<file path="config.mk">
export PLATFORM = sky130hd
export DESIGN_NAME = bp_be_fe_resolve
export DESIGN_NICKNAME = d
export VERILOG_FILES = /design/src/rtl/bp_be_fe_resolve.sv
export SDC_FILE = /design/constraint.sdc
export NUM_CORES = 1
export LEC_CHECK = 0
export BUFFER_PORTS_ARGS = -buffer_cell sky130_fd_sc_hd__buf_2
export CAP_MARGIN = 25
export CORE_MARGIN = 2
export CORE_UTILIZATION = 55
export CTS_BUF_LIST = sky130_fd_sc_hd__clkbuf_4 sky130_fd_sc_hd__clkbuf_8
export CTS_CLUSTER_SIZE = 8
export DETAILED_ROUTE_END_ITERATION = 8
export HOLD_SLACK_MARGIN = 0.08
export PLACE_DENSITY = 0.85
export SLEW_MARGIN = 30
export SYNTH_ARGS = -nofsm -noshare
export SYNTH_HDL_FRONTEND = slang
export SYNTH_SLANG_ARGS = --single-unit
export TNS_END_PERCENT = 10
</file>
<file path="constraint.sdc">
create_clock -name clk_i -period 7.7 [get_ports clk_i]
set_input_delay 0 -clock clk_i [delete_from_list [all_inputs] [get_ports clk_i]]
set_output_delay 0 -clock clk_i [all_outputs]
set_load 0.01 [all_outputs]
</file>
<file path="src/rtl/bp_be_fe_resolve.sv">
// bp_be_fe_resolve: BE commit-point branch resolution producing FE redirects and attaboys
//
// Compares each retiring instruction's actual next PC with the PC the frontend
// fetched after it.
// - A mispredict becomes a one-cycle, valid-only redirect.
// - A correctly predicted branch or jump becomes a buffered valid/yumi attaboy.
//
// Ports:
//   clk_i, reset_n_i        clock, asynchronous active-low reset
//   resolve_*               resolving instruction (valid/ready handshake)
//   redirect_*              registered redirect to FE (no handshake)
//   attaboy_*               attaboy FIFO head (valid/yumi, combinational data)
//   stat_*_o                saturating counters, present only with BP_BE_FE_RESOLVE_STATS_EN
//
// Branch metadata layout (low bits):
//   [0] is_br  [1] is_jal  [2] is_jalr  [3] src_btb  [MSB:4] ghist / table indices
module bp_be_fe_resolve
  #(parameter int bp_params_p = 0
   ,parameter int attaboy_els_p = 4
   ,localparam int vaddr_width_p = (bp_params_p == 0) ? 39 : 48
   ,localparam int branch_metadata_fwd_width_p = (bp_params_p == 0) ? 36 : 48
   )
   (input  logic                                   clk_i
   ,input  logic                                   reset_n_i
   ,input  logic                                   resolve_v_i
   ,output logic                                   resolve_ready_o
   ,input  logic [vaddr_width_p-1:0]               resolve_pc_i
   ,input  logic [vaddr_width_p-1:0]               resolve_npc_i
   ,input  logic [vaddr_width_p-1:0]               resolve_pred_npc_i
   ,input  logic                                   resolve_taken_i
   ,input  logic [branch_metadata_fwd_width_p-1:0] resolve_br_metadata_i
   ,output logic                                   redirect_v_o
   ,output logic [vaddr_width_p-1:0]               redirect_pc_o
   ,output logic                                   redirect_br_taken_o
   ,output logic [branch_metadata_fwd_width_p-1:0] redirect_br_metadata_o
   ,output logic                                   attaboy_v_o
   ,output logic [branch_metadata_fwd_width_p-1:0] attaboy_br_metadata_o
`ifdef BP_BE_FE_RESOLVE_STATS_EN
   ,output logic [31:0]                            stat_mispredict_o
   ,output logic [31:0]                            stat_attaboy_o
   ,output logic [31:0]                            stat_drop_o
`endif
   ,input  logic                                   attaboy_yumi_i
   );

    localparam int pw = $clog2(attaboy_els_p);
    localparam logic [0:0] e_run  = 1'b0;
    localparam logic [0:0] e_wait = 1'b1;

    logic [0:0]                             state_r;
    logic [vaddr_width_p-1:0]               target_r;
    logic [branch_metadata_fwd_width_p-1:0] mem_r [attaboy_els_p];
    logic [pw:0]                            wptr_r, rptr_r;
    logic full, empty, accept, on_path, classify, mispredict, is_ctl, push, pop, drop;

    // Extra pointer MSB distinguishes full from empty when the index bits match.
    assign full  = (wptr_r[pw-1:0] == rptr_r[pw-1:0]) && (wptr_r[pw] != rptr_r[pw]);
    assign empty = (wptr_r == rptr_r);

    assign resolve_ready_o = ~full;
    assign accept     = resolve_v_i & ~full;
    // While waiting, only the instruction at the redirect target is on the correct path.
    assign on_path    = (state_r == e_run) || (resolve_pc_i == target_r);
    assign classify   = accept & on_path;
    assign drop       = accept & ~on_path;
    assign mispredict = classify & (resolve_npc_i != resolve_pred_npc_i);
    assign is_ctl     = |resolve_br_metadata_i[2:0];
    assign push       = classify & ~mispredict & is_ctl;
    // A redirect owns the shared BHT write port, so the head attaboy is held back.
    assign attaboy_v_o = ~empty & ~redirect_v_o;
    assign pop         = attaboy_yumi_i & attaboy_v_o;
    assign attaboy_br_metadata_o = empty ? '0 : mem_r[rptr_r[pw-1:0]];

    always_ff @(posedge clk_i or negedge reset_n_i) begin
        if (!reset_n_i) begin
            state_r                <= e_run;
            target_r               <= '0;
            wptr_r                 <= '0;
            rptr_r                 <= '0;
            redirect_v_o           <= 1'b0;
            redirect_pc_o          <= '0;
            redirect_br_taken_o    <= 1'b0;
            redirect_br_metadata_o <= '0;
        end else begin
            state_r      <= classify ? (mispredict ? e_wait : e_run) : state_r;
            target_r     <= mispredict ? resolve_npc_i : target_r;
            wptr_r       <= wptr_r + (pw+1)'(push);
            rptr_r       <= rptr_r + (pw+1)'(pop);
            redirect_v_o <= mispredict;
            if (mispredict) begin
                redirect_pc_o          <= resolve_npc_i;
                redirect_br_taken_o    <= resolve_taken_i;
                redirect_br_metadata_o <= resolve_br_metadata_i;
            end
        end
    end

    // Storage needs no reset; entries are only visible between push and pop.
    always_ff @(posedge clk_i) begin
        if (push)
            mem_r[wptr_r[pw-1:0]] <= resolve_br_metadata_i;
    end

`ifdef BP_BE_FE_RESOLVE_STATS_EN
    always_ff @(posedge clk_i or negedge reset_n_i) begin
        if (!reset_n_i) begin
            stat_mispredict_o <= '0;
            stat_attaboy_o    <= '0;
            stat_drop_o       <= '0;
        end else begin
            stat_mispredict_o <= stat_mispredict_o + 32'(mispredict && (stat_mispredict_o != '1));
            stat_attaboy_o    <= stat_attaboy_o    + 32'(pop        && (stat_attaboy_o    != '1));
            stat_drop_o       <= stat_drop_o       + 32'(drop       && (stat_drop_o       != '1));
        end
    end
`endif

endmodule

</file>
# Word level (Yosys, flattened, before mapping)
# Memory sizes are Yosys's and may differ from the RTL's.
# Index checks and enable logic that the tools add are counted.
dict set report word_totals {
  in_bits 158
  reg_bits 84
  ram_bits 144
  n_memories 1
  output_inout_bits 115
  word_cells 34
}
# name depth width rd rd_clocked_by_memory_dff wr line
set memory_table {}
lappend memory_table {mem_r 4 36 1 0 1 52} ;# logic [branch_metadata_fwd_width_p-1:0] mem_r [attaboy_els_p];
dict set report op_classes {
  mux 4
  reduce_logical 3
  eq_ne 5
  addsub 2
  bitwise 12
}
# op count
set op_table {}
lappend op_table {{$eq A39 B39 Y1} 1}
lappend op_table {{$ne A39 B39 Y1} 1}
lappend op_table {{$mux W36} 1}
lappend op_table {{$and A1 B1 Y1} 7}
lappend op_table {{$add A3 B1 Y3} 2}
lappend op_table {{$not A1 Y1} 5}
lappend op_table {{$eq A3 B3 Y1} 1}
lappend op_table {{$mux W1} 3}
lappend op_table {{$reduce_or A3 Y1} 1}
lappend op_table {{$eq A2 B2 Y1} 1}
lappend op_table {{$logic_and A1 B1 Y1} 1}
lappend op_table {{$logic_or A1 B1 Y1} 1}
lappend op_table {{$ne A1 B1 Y1} 1}

# Longest topological paths before layout
# Gate-level depths: netlist of run 1.
dict set report depth {
  ltp_word 11
  depth_mapped 12
  depth_no_buf 8
}

# Worst setup path before layout of run 1
# No wires, ideal clock.
dict set report synth_path {
  kind {register -> register}
  start {register, netlist name redirect_pc_o[32]}
  end {memory mem_r[0][0] (netlist name) (enable)}
  stages_incl_launch_ff 8
  required_time_ns 7.181
  setup_slack_ns 1.977
  arrival_time_ns 5.204
  setup_ns 0.519
  synth_period_minus_slack_ns 5.723
  path_buffers 2
  cell_sequence {dfrtp_1 xor2_1 nor4_1 nand4_1 buf_2 o31a_1 buf_2 nor4_1}
}
# element line
set synth_lines {}
lappend synth_lines {{end, declared} 52}

# Worst setup path after layout of run 1
dict set report layout_path {
  start {register rptr_r[1]}
  end {memory mem_r[3][7] (netlist name) (enable)}
}
dict set report layout_between {
  elab_chain_len 11
}
# element line
set layout_rtl {}
lappend layout_rtl {{start, declared} 53} ;# logic [pw:0] wptr_r, rptr_r;
lappend layout_rtl {{start signal, assigned} 88} ;# rptr_r <= rptr_r + (pw+1)'(pop);
lappend layout_rtl {{$eq A2 B2 Y1 *} 57} ;# assign full = (wptr_r[pw-1:0] == rptr_r[pw-1:0]) && (wptr_r[pw] != rptr_r[pw]);
lappend layout_rtl {{$logic_and A1 B1 Y1 *} 57}
lappend layout_rtl {{$not A1 Y1 *} 61} ;# assign accept = resolve_v_i & ~full;
lappend layout_rtl {{$and A1 B1 Y1 *} 61}
lappend layout_rtl {{$and A1 B1 Y1 *} 64} ;# assign classify = accept & on_path;
lappend layout_rtl {{$and A1 B1 Y1} 66} ;# assign mispredict = classify & (resolve_npc_i != resolve_pred_npc_i);
lappend layout_rtl {{$not A1 Y1} 68} ;# assign push = classify & ~mispredict & is_ctl;
lappend layout_rtl {{$and A1 B1 Y1 * (2 in series)} 68}
lappend layout_rtl {{$mux W1 *} 100} ;# if (push)
lappend layout_rtl {{$mux W1 (not written as such) *} 101} ;# mem_r[wptr_r[pw-1:0]] <= resolve_br_metadata_i;
# Mark *: on every way between the ends. The rest lies on a longest branch, timed or not.

==> flow_summary.ini, run 1 <==
[synthesis]
synth_area_leaders = edfxtp_1 (38%), dfrtp_1 (19%), mux4_2 (7.1%)
synth-seq-cells = 228
synthMuxAreaShare = 0.0722
synth.avg_cell_area_sq_um = 13.4
syn-num-nets = 1013
synth_cells = 851
synth_top_family_by_area = compound AO/OA/AOI/OAI gates
ys_seq_area_frac = 0.566
synthXorXnorAreaFrac = 0.0640
yosysTopAreaCellShare = 0.381
synth-simple-area-share = 0.0925
yosysTopAreaCell = edfxtp_1
synth_compound_area_frac = 0.160
synth_cell_types = 29
netlist_area_sq_um = 11400
synthAdderAreaFrac = 0.00440
yosysWarnings = 0

[worst_setup_path]
cp.required_ns = 7.97
crit_path_start_kind = register
crit_path_end_kind = register
reg2reg_to = mem_r[3][7]
worstSetupPathType = register to register
worstPathArrival_ns = 4.08
worst_r2r_path_depth = 8
r2r_slack_ns = 3.90
timing.rr.start = rptr_r[1]
cp_max_fo = 77

[cts]
cts.clk_slew.worst_paths_ns = 0.07
clock-sinks = 228
cts_tree = built
postCtsSetupBuffers = 0
numCtsBuffers = 38
clk_latency_ns = 0.54
root_buffer = clkbuf_8
clockBufferDepth = 3
cts_max_level = 2

[routing]
wl_met2_um = 17700
wire_per_inst_um = 25.4
drtPass1Iterations = 7
m1WireLength_um = 12700
maxUsedRoutingLayer = met4
met3WireLength_um = 4300
ant_nets = 0
routed_wl_um = 37100
drc_errors = 0
num_vias = 10000
avgViaCountPerCell = 6.86
drtIter0Drc = 1387

[pwr]
p_sw_frac = 0.220
cellInternalPower_mw = 2.01
vdd.ir_drop.worst_uv = 96.2
combPwrFrac = 0.064
pwr_density_cell_nw_per_um2 = 179
p_clk_frac = 0.430
p_leak_nw = 5.70
seqPwrFrac = 0.506
fin_total_pwr_mw = 2.57
p_sw_mw = 0.568

[timing]
finalCriticalPeriod_ns = 3.80
worst_clock_skew_ns = 0.0265
final_hold_viol_count = 0
max_freq_ghz = 0.263
relSlewSlack = 0.333
post-route-period-util = 0.494
final_max_slew_viol_count = 0
rsz0062_at_grt = false
finalSetupViolations = 0
tightestPinTransition_ns = 1.00
finalSetupTns_ns = 0

[placed_design]
place.gp.congestion = 0.934
dp_cells = 1309
dp.final_hpwl_um = 22200
port_buffers = 272

[final_layout]
final_core_util = 0.713
layout_common_cells = buf_2 (271), edfxtp_1 (144), nand4_1 (84), dfrtp_1 (82)
drive_gt1_frac = 0.344
final_cells = 1459
final_nets = 1321
antenna_cells = 0
final_common_cell = buf_2
syn2layout_area_growth_pct = 27.0

[grt]
antenna_found_initial = 1
grt_pass1_vias = 9853
grt_max_degree = 79
grt_pass1_wl_um = 56700
grt_usage = 0.338
grt_overflow = 0

[min_path]
min_to = mem_r[3][27]
hp-start = resolve_br_metadata_i[27]
hold_depth = 2
hold_class = primary input to register

[floorplanning]
initial_core_util = 0.562
ios = 273
die_x_um = 148
coreArea_sq_um = 20200
die_y_um = 148
num_rows = 52
die-area_sq_um = 21800

[status]
outcome = complete, no violations

[run]
max_cap_viol_count = 0
==> synthesized netlist by cell type <==
cell type / instances
and2_1: 1
and4_1: 3
and4bb_1: 1
buf_2: 8
buf_4: 1
buf_6: 9
clkbuf_1: 85
dfrtp_1: 84
edfxtp_1: 144
ha_1: 4
inv_1: 1
mux2i_1: 1
mux4_2: 36
nand2_1: 1
nand3_1: 2
nand4_1: 84
nor2_1: 5
nor2b_1: 36
nor3_1: 5
nor4_1: 25
nor4b_2: 2
o211ai_1: 76
o311ai_0: 65
o311ai_1: 11
o31a_1: 1
o31ai_1: 76
or4_4: 1
xnor2_1: 4
xor2_1: 79
==> worst max-delay path, stage by stage (launching register included) <==
cell and delay (ns):
dfrtp_4 0.81, xnor2_1 0.22, nand3_1 0.17, nand3_2 0.12, buf_4 0.61, o31a_2 0.75
and4bb_2 0.45, buf_8 0.22, buf_16 0.16
==> power by group through the flow <==
stage | clock network [mW] | registers, mW | logic [mW]
after floorplan | 0 | 1.33 | 0.0375
after CTS | 1.11 | 1.30 | 0.160
after global routing | 1.17 | 1.30 | 0.174
after detailed placement | 0 | 1.33 | 0.127
after global placement | 0 | 1.33 | 0.124
final | 1.11 | 1.30 | 0.164
==> kinds of logic after synthesis <==
| kind of cell | Yosys count |
|---|---|
| adder cells (fa/ha/maj) | 4 |
| multiplexers | 37 |
| flip-flops | 228 |
| XOR/XNOR | 83 |
| buffers and inverters | 104 |
| AO/OA/AOI/OAI | 229 |
| AND/OR/NAND/NOR | 166 |
==> final cells by class <==
cell class | instances | area, sq um
repair buffers | 371 | 2340
inverters | 1 | 3.75
well taps | 270 | 338
multi-input cells | 519 | 4510
clock inverters | 7 | 41.3
flip-flops and latches | 228 | 6430
clock buffers | 63 | 761
fillers | 1377 | 5810
==> sequential cells by signal, summed over array words and instances, names as in the netlist <==
signal	flops
mem_r	144
redirect_pc_o	39
redirect_br_metadata_o	36
rptr_r	3
wptr_r	3
redirect_br_taken_o	1
redirect_v_o	1
state_r	1
==> stage by stage <==
stage | hold slack, ns | instance area, sq um | setup slack [ns]
detailed placement | -0.0580 | 12800 | 3.77
global placement | -0.0664 | 12800 | 3.86
finish | 0.245 | 14400 | 3.90
CTS | 0.233 | 14400 | 3.74
global route | 0.232 | 14400 | 3.73
floorplan | -0.296 | 11400 | 1.98
==> repair_timing <==
item	4_1_cts	5_1_grt
setup endpoints to repair	0	0
hold buffers	80	0
hold endpoints to repair	306	0
resized for setup	0	0
==> per-layer routing <==
layer / track usage / vias to the layer above
met5: 0 / -
met1: 0.442 / 4815
li1: - / 4161
met2: 0.537 / 881
met3: 0.0556 / 151
met4: 0.201 / 0
==> worst max path at each step <==
stage,from,cells after the start,end,slack [ns]
6_report,rptr_r[1],8,mem_r[3][7],3.90
3_3_place_gp,rptr_r[1],6,mem_r[3][22],3.86
3_5_place_dp,rptr_r[1],8,mem_r[3][22],3.77
4_1_cts,rptr_r[1],8,mem_r[3][7],3.74
2_1_floorplan,redirect_pc_o[32],7,mem_r[0][0],1.98
5_1_grt,rptr_r[1],8,mem_r[3][7],3.73
Power figures use the tool's default switching activity.
==> run 2, diff against run 1 <==
clock period = 3.7 ns   (was 7.7 ns; I/O delays follow)
==> run 2 against run 1 <==
Effect of this change: clock power increased by 99%; register-to-register slack lost 3.1 ns; sequential power is 110% higher; sequential share of layout area grew 0.18 points; worst hold slack got worse by 0.14 ns; wire length grew 0.93%; critical path depth shrank 2; largest power group unchanged; count of clock-buffer cells in the layout shrank 3; clock skew shrank 0.00080 ns; critical path type unchanged; global-route usage grew 0.18 points.
==> flow_summary.ini, run 2 (synthesized netlist as in run 1, its figures left out) <==
[routing]
avgViaCountPerCell = 6.84
ant_nets = 0
drc_errors = 0
drtPass1Iterations = 5
drtIter0Drc = 1134
wire_per_inst_um = 25.7
routed_wl_um = 37400
num_vias = 9971

[timing]
relSlewSlack = 0.328
final_max_slew_viol_count = 0
worst_clock_skew_ns = 0.0257
finalSetupTns_ns = 0
max_freq_ghz = 0.345
final_hold_viol_count = 0
finalCriticalPeriod_ns = 2.89
post-route-period-util = 0.782
holdWs_ns = 0.103
tightestPinTransition_ns = 1.01
finalSetupViolations = 0
rsz0062_at_grt = false

[final_layout]
layout_common_cells = buf_2 (271), edfxtp_1 (144), nand4_1 (84), dfrtp_1 (82), xor2_1 (79)
antenna_cells = 0
final_nets = 1320
final_common_cell = buf_2
syn2layout_area_growth_pct = 26.4
seq_area_sq_um = 6430
fillerInstances = 1333
final_core_util = 0.710
drive_gt1_frac = 0.344
final_cells = 1457
largest_register_ffs = 144
multiInputGateArea_sq_um = 4510

[min_path]
hold_class = primary input to async pin

[worst_setup_path]
worstPathArrival_ns = 3.04
crit_path_end_kind = register
critPathMaxStageDelay_ns = 0.52
cp_max_fo = 36
crit_slowest_cell = buf_4
cp.required_ns = 3.84
crit_path_start_kind = register
worstSetupPathType = register to register
crit_chain = xor2_1, nor4_1, nand4_1, o31a_2, nor4b_4, buf_4
r2r_slack_ns = 0.81

[cts]
clock-sinks = 228
clk_latency_ns = 0.53
postCtsSetupBuffers = 0
cts_max_level = 2
cts_tree = built
root_buffer = clkbuf_8
clockBufferDepth = 3
numCtsBuffers = 38
cts.clk_slew.worst_paths_ns = 0.07

[placed_design]
dp_cells = 1310
port_buffers = 272
dp.final_hpwl_um = 22400
place.gp.congestion = 0.904

[floorplanning]
num_rows = 52
die_y_um = 148
coreArea_sq_um = 20200
die_x_um = 148
die-area_sq_um = 21800
initial_core_util = 0.562
ios = 273

[grt]
grt_pass1_vias = 10000
grt_use_met2 = 0.533
grt_pass1_wl_um = 57000
grt_max_degree = 78
busiest_layer = met2
met1_usage = 0.435
antenna_found_initial = 0
grt_use_met3 = 0.0796
grt_usage = 0.339
grt_overflow = 0

[pwr]
fin_total_pwr_mw = 5.26
vdd.ir_drop.worst_uv = 253
pwr_density_cell_nw_per_um2 = 367
p_leak_nw = 5.67

[run]
max_cap_viol_count = 0

[status]
outcome = complete, no violations
==> run 2: changes by cell type in the layout (fill, tap and decap cells not counted) <==
cell and delta:
buf_12 +1, buf_16 -1, buf_4 +1, buf_8 -1, clkbuf_4 +2, clkbuf_8 -5, clkinv_2 +2, dfrtp_2 +1
dfrtp_4 -1, dlygate4sd3_1 -1, nor4_2 -1, nor4_4 +1
==> run 2: what timing repair did <==
action,in CTS,in global routing
hold buffers,78,0
endpoints found under the hold margin,271,0
gates resized for setup,0,0
==> run 2: metrics by stage <==
stage / worst slack [ns] / area, sq um
after floorplan: -0.526 / 11400
after global placement: 0.844 / 12800
after detailed placement: 0.862 / 12800
after CTS: 0.830 / 14400
after global routing: 0.668 / 14400
final: 0.805 / 14400
==> run 2: critical path, delay by kind of cell (launching register included) <==
family                 cells  cell delay (ns)
AND/OR/NAND/NOR            3             0.85
buffers and inverters      1             0.52
AO/OA/AOI/OAI              1             0.49
flip-flops                 1             0.43
XOR/XNOR                   1             0.20
==> run 2: cell type report <==
type                            count  share of cell area
Sequential cell                   228               0.448
Multi-Input combinational cell    519               0.314
Timing Repair Buffer              370               0.162
Clock buffer                       60              0.0492
Tap cell                          270              0.0235
Clock inverter                      9             0.00357
Inverter                            1            0.000261
==> run 2: routing by layer <==
| metal | vias to the layer above | share of wire |
|---|---|---|
| li1 | 4166 | - |
| met1 | 4803 | 0.36 |
| met2 | 836 | 0.47 |
| met3 | 166 | 0.11 |
| met4 | 0 | 0.065 |
| met5 | - | 0 |
==> run 2: power by group <==
group	total, mW	internal, mW	switching (mW)
clock network	2.21	1.22	0.989
registers	2.71	2.71	0.0000000000347
logic	0.344	0.160	0.185
total	5.26	4.09	1.17
==> run 2: final timing paths <==
path,from,to,cells after the start
worst max-delay path,redirect_pc_o[18],mem_r[1][26],6
worst min-delay path,reset_n_i,redirect_pc_o[12],2
worst max register to register,redirect_pc_o[18],mem_r[1][26],6
worst min register to register,wptr_r[2],wptr_r[2],1
max in group asynchronous,reset_n_i,rptr_r[0],3
min in group clk_i,resolve_br_metadata_i[22],mem_r[1][22],2
==> run 3, diff against run 2 <==
CORE_UTILIZATION = 50   (was 55)
PLACE_DENSITY = 0.81   (was 0.85)
clock period = 2.45 ns   (was 3.7 ns; I/O delays follow)
==> run 3 against run 2 <==
Effect of this change: the run now ends with negative setup slack left; first-iteration DRC count rose by 4.7%; wire length rose by 10%; global-route usage shrank 0.69 points; final area rose by 4.9%; core utilization decreased by 4.0 points; total power grew 57%.
==> flow_summary.ini, run 3 (synthesized netlist as in run 1, its figures left out) <==
[placed_design]
place.gp.congestion = 0.908
dp.final_hpwl_um = 24300
port_buffers = 272
dp_cells = 1368

[worst_setup_path]
cp_max_fo = 13
worstPathArrival_ns = 2.80
timing.rr.start = redirect_pc_o[31]
r2r_slack_ns = -0.08
cp-startpoint = resolve_npc_i[3]
worst_r2r_path_depth = 7
reg2reg_to = mem_r[2][29]
worstSetupPathType = primary input to register
crit_path_start_kind = primary input
crit_path_end_kind = register
cp.required_ns = 2.70

[min_path]
hp-start = resolve_br_metadata_i[34]
min_to = mem_r[2][34]
hold_depth = 2
hold_class = primary input to register

[timing]
relSlewSlack = 0.340
final_hold_viol_count = 0
holdWs_ns = 0.232
worst_clock_skew_ns = 0.0276
post-route-period-util = 1.04
max_freq_ghz = 0.391
finalCriticalPeriod_ns = 2.56
finalSetupViolations = 91
final_max_slew_viol_count = 0
tightestPinTransition_ns = 0.990
fin_ws_ns = -0.109
rsz0062_at_grt = true

[final_layout]
multiInputGateArea_sq_um = 4550
layout_common_cells = buf_2 (271), edfxtp_1 (144), nand4_1 (84), dfrtp_1 (82), dlygate4sd3_1 (80)
final_nets = 1374
final_core_util = 0.670
final_common_cell = buf_2
drive_gt1_frac = 0.372
seq_area_sq_um = 6430
final_cells = 1530
syn2layout_area_growth_pct = 32.7
fillerInstances = 1559
largest_register_ffs = 144

[routing]
num_vias = 10200
routed_wl_um = 41200
drc_errors = 0
wire_per_inst_um = 27.0
drtIter0Drc = 1187
ant_nets = 0
drtPass1Iterations = 5
avgViaCountPerCell = 6.66

[cts]
clock-sinks = 228
clockBufferDepth = 3
numCtsBuffers = 40
clk_latency_ns = 0.56
cts_max_level = 2
cts_tree = built
cts.clk_slew.worst_paths_ns = 0.06
root_buffer = clkbuf_8

[grt]
antenna_found_initial = 2
grt_pass1_vias = 10100
grt_pass1_wl_um = 60400
grt_max_degree = 78
grt_overflow = 0
grt_usage = 0.333

[floorplanning]
initial_core_util = 0.505
ios = 273
num_rows = 55
coreArea_sq_um = 22500
die_x_um = 155
die_y_um = 155
die-area_sq_um = 23900

[run]
max_cap_viol_count = 0

[status]
outcome = finished with violations
failed_checks = negative setup slack

[pwr]
fin_total_pwr_mw = 8.25
pwr_density_cell_nw_per_um2 = 547
p_leak_nw = 6.07
vdd.ir_drop.worst_uv = 349
run 3: cell count changes in the layout (fill, tap and decap cells not counted), sizes merged, moves of 2 or more:
cell,before,now
buf,292,338
clkinv,6,12
clkinvlp,2,0
diode,0,2
dlygate4sd3,78,80
inv,2,4
run 3: area by class of cell:
type / instances / area share
diodes: 2 / 0.000332
multi-input cells: 519 / 0.302
flip-flops and latches: 228 / 0.427
repair buffers: 422 / 0.193
well taps: 285 / 0.0237
clock buffers: 57 / 0.0467
inverters: 1 / 0.000249
clock inverters: 16 / 0.00789
run 3: critical path, cell delays in order:
cell and delay, ns:
dlygate4sd3_1 0.53, buf_2 0.13, xor2_1 0.18, nor4_1 0.42, nand4_1 0.21, or4_4 0.61, nor4b_4 0.33, buf_6 0.19
clkbuf_16 0.19
run 3: per-stage QoR:
step | setup TNS (ns) | cell area, sq um | setup slack, ns
4_1_cts | -0.300 | 14900 | -0.0218
5_1_grt | -19.98 | 15100 | -0.199
6_report | -4.15 | 15100 | -0.109
2_1_floorplan | -111.57 | 11400 | -0.837
3_3_place_gp | -10.34 | 13200 | -0.103
3_5_place_dp | -18.85 | 13200 | -0.151
run 3: metal layers:
layer  track usage  vias up  part of all wire
met4         0.181        0             0.062
li1              -     4282                 -
met2         0.539      843              0.48
met3        0.0728      150              0.12
met5             0        -                 0
met1         0.419     4910              0.34
run 3: worst max-delay path by stage:
stage                   end  slack (ns)  cells past startpoint
4_1_cts        mem_r[1][23]       -0.02                      7
3_5_place_dp   mem_r[1][16]       -0.15                      6
3_3_place_gp   mem_r[3][16]       -0.10                      7
6_report       mem_r[2][29]       -0.11                      9
5_1_grt        mem_r[2][29]       -0.20                      8
2_1_floorplan   mem_r[1][0]       -0.84                      7
run 3: timing repair:
action	in CTS	in global routing
buffers inserted	0	1
endpoints found under the hold margin	306	0
hold buffers	81	0
gates resized for setup	5	6
cloned	0	3
endpoints found under the setup margin	231	223
run 3: report_power, final:
part / total, mW / internal [mW] / switching (mW)
logic: 0.548 / 0.254 / 0.294
clock network: 3.60 / 1.98 / 1.62
registers: 4.10 / 4.10 / 0.0000000000430
total: 8.25 / 6.34 / 1.91
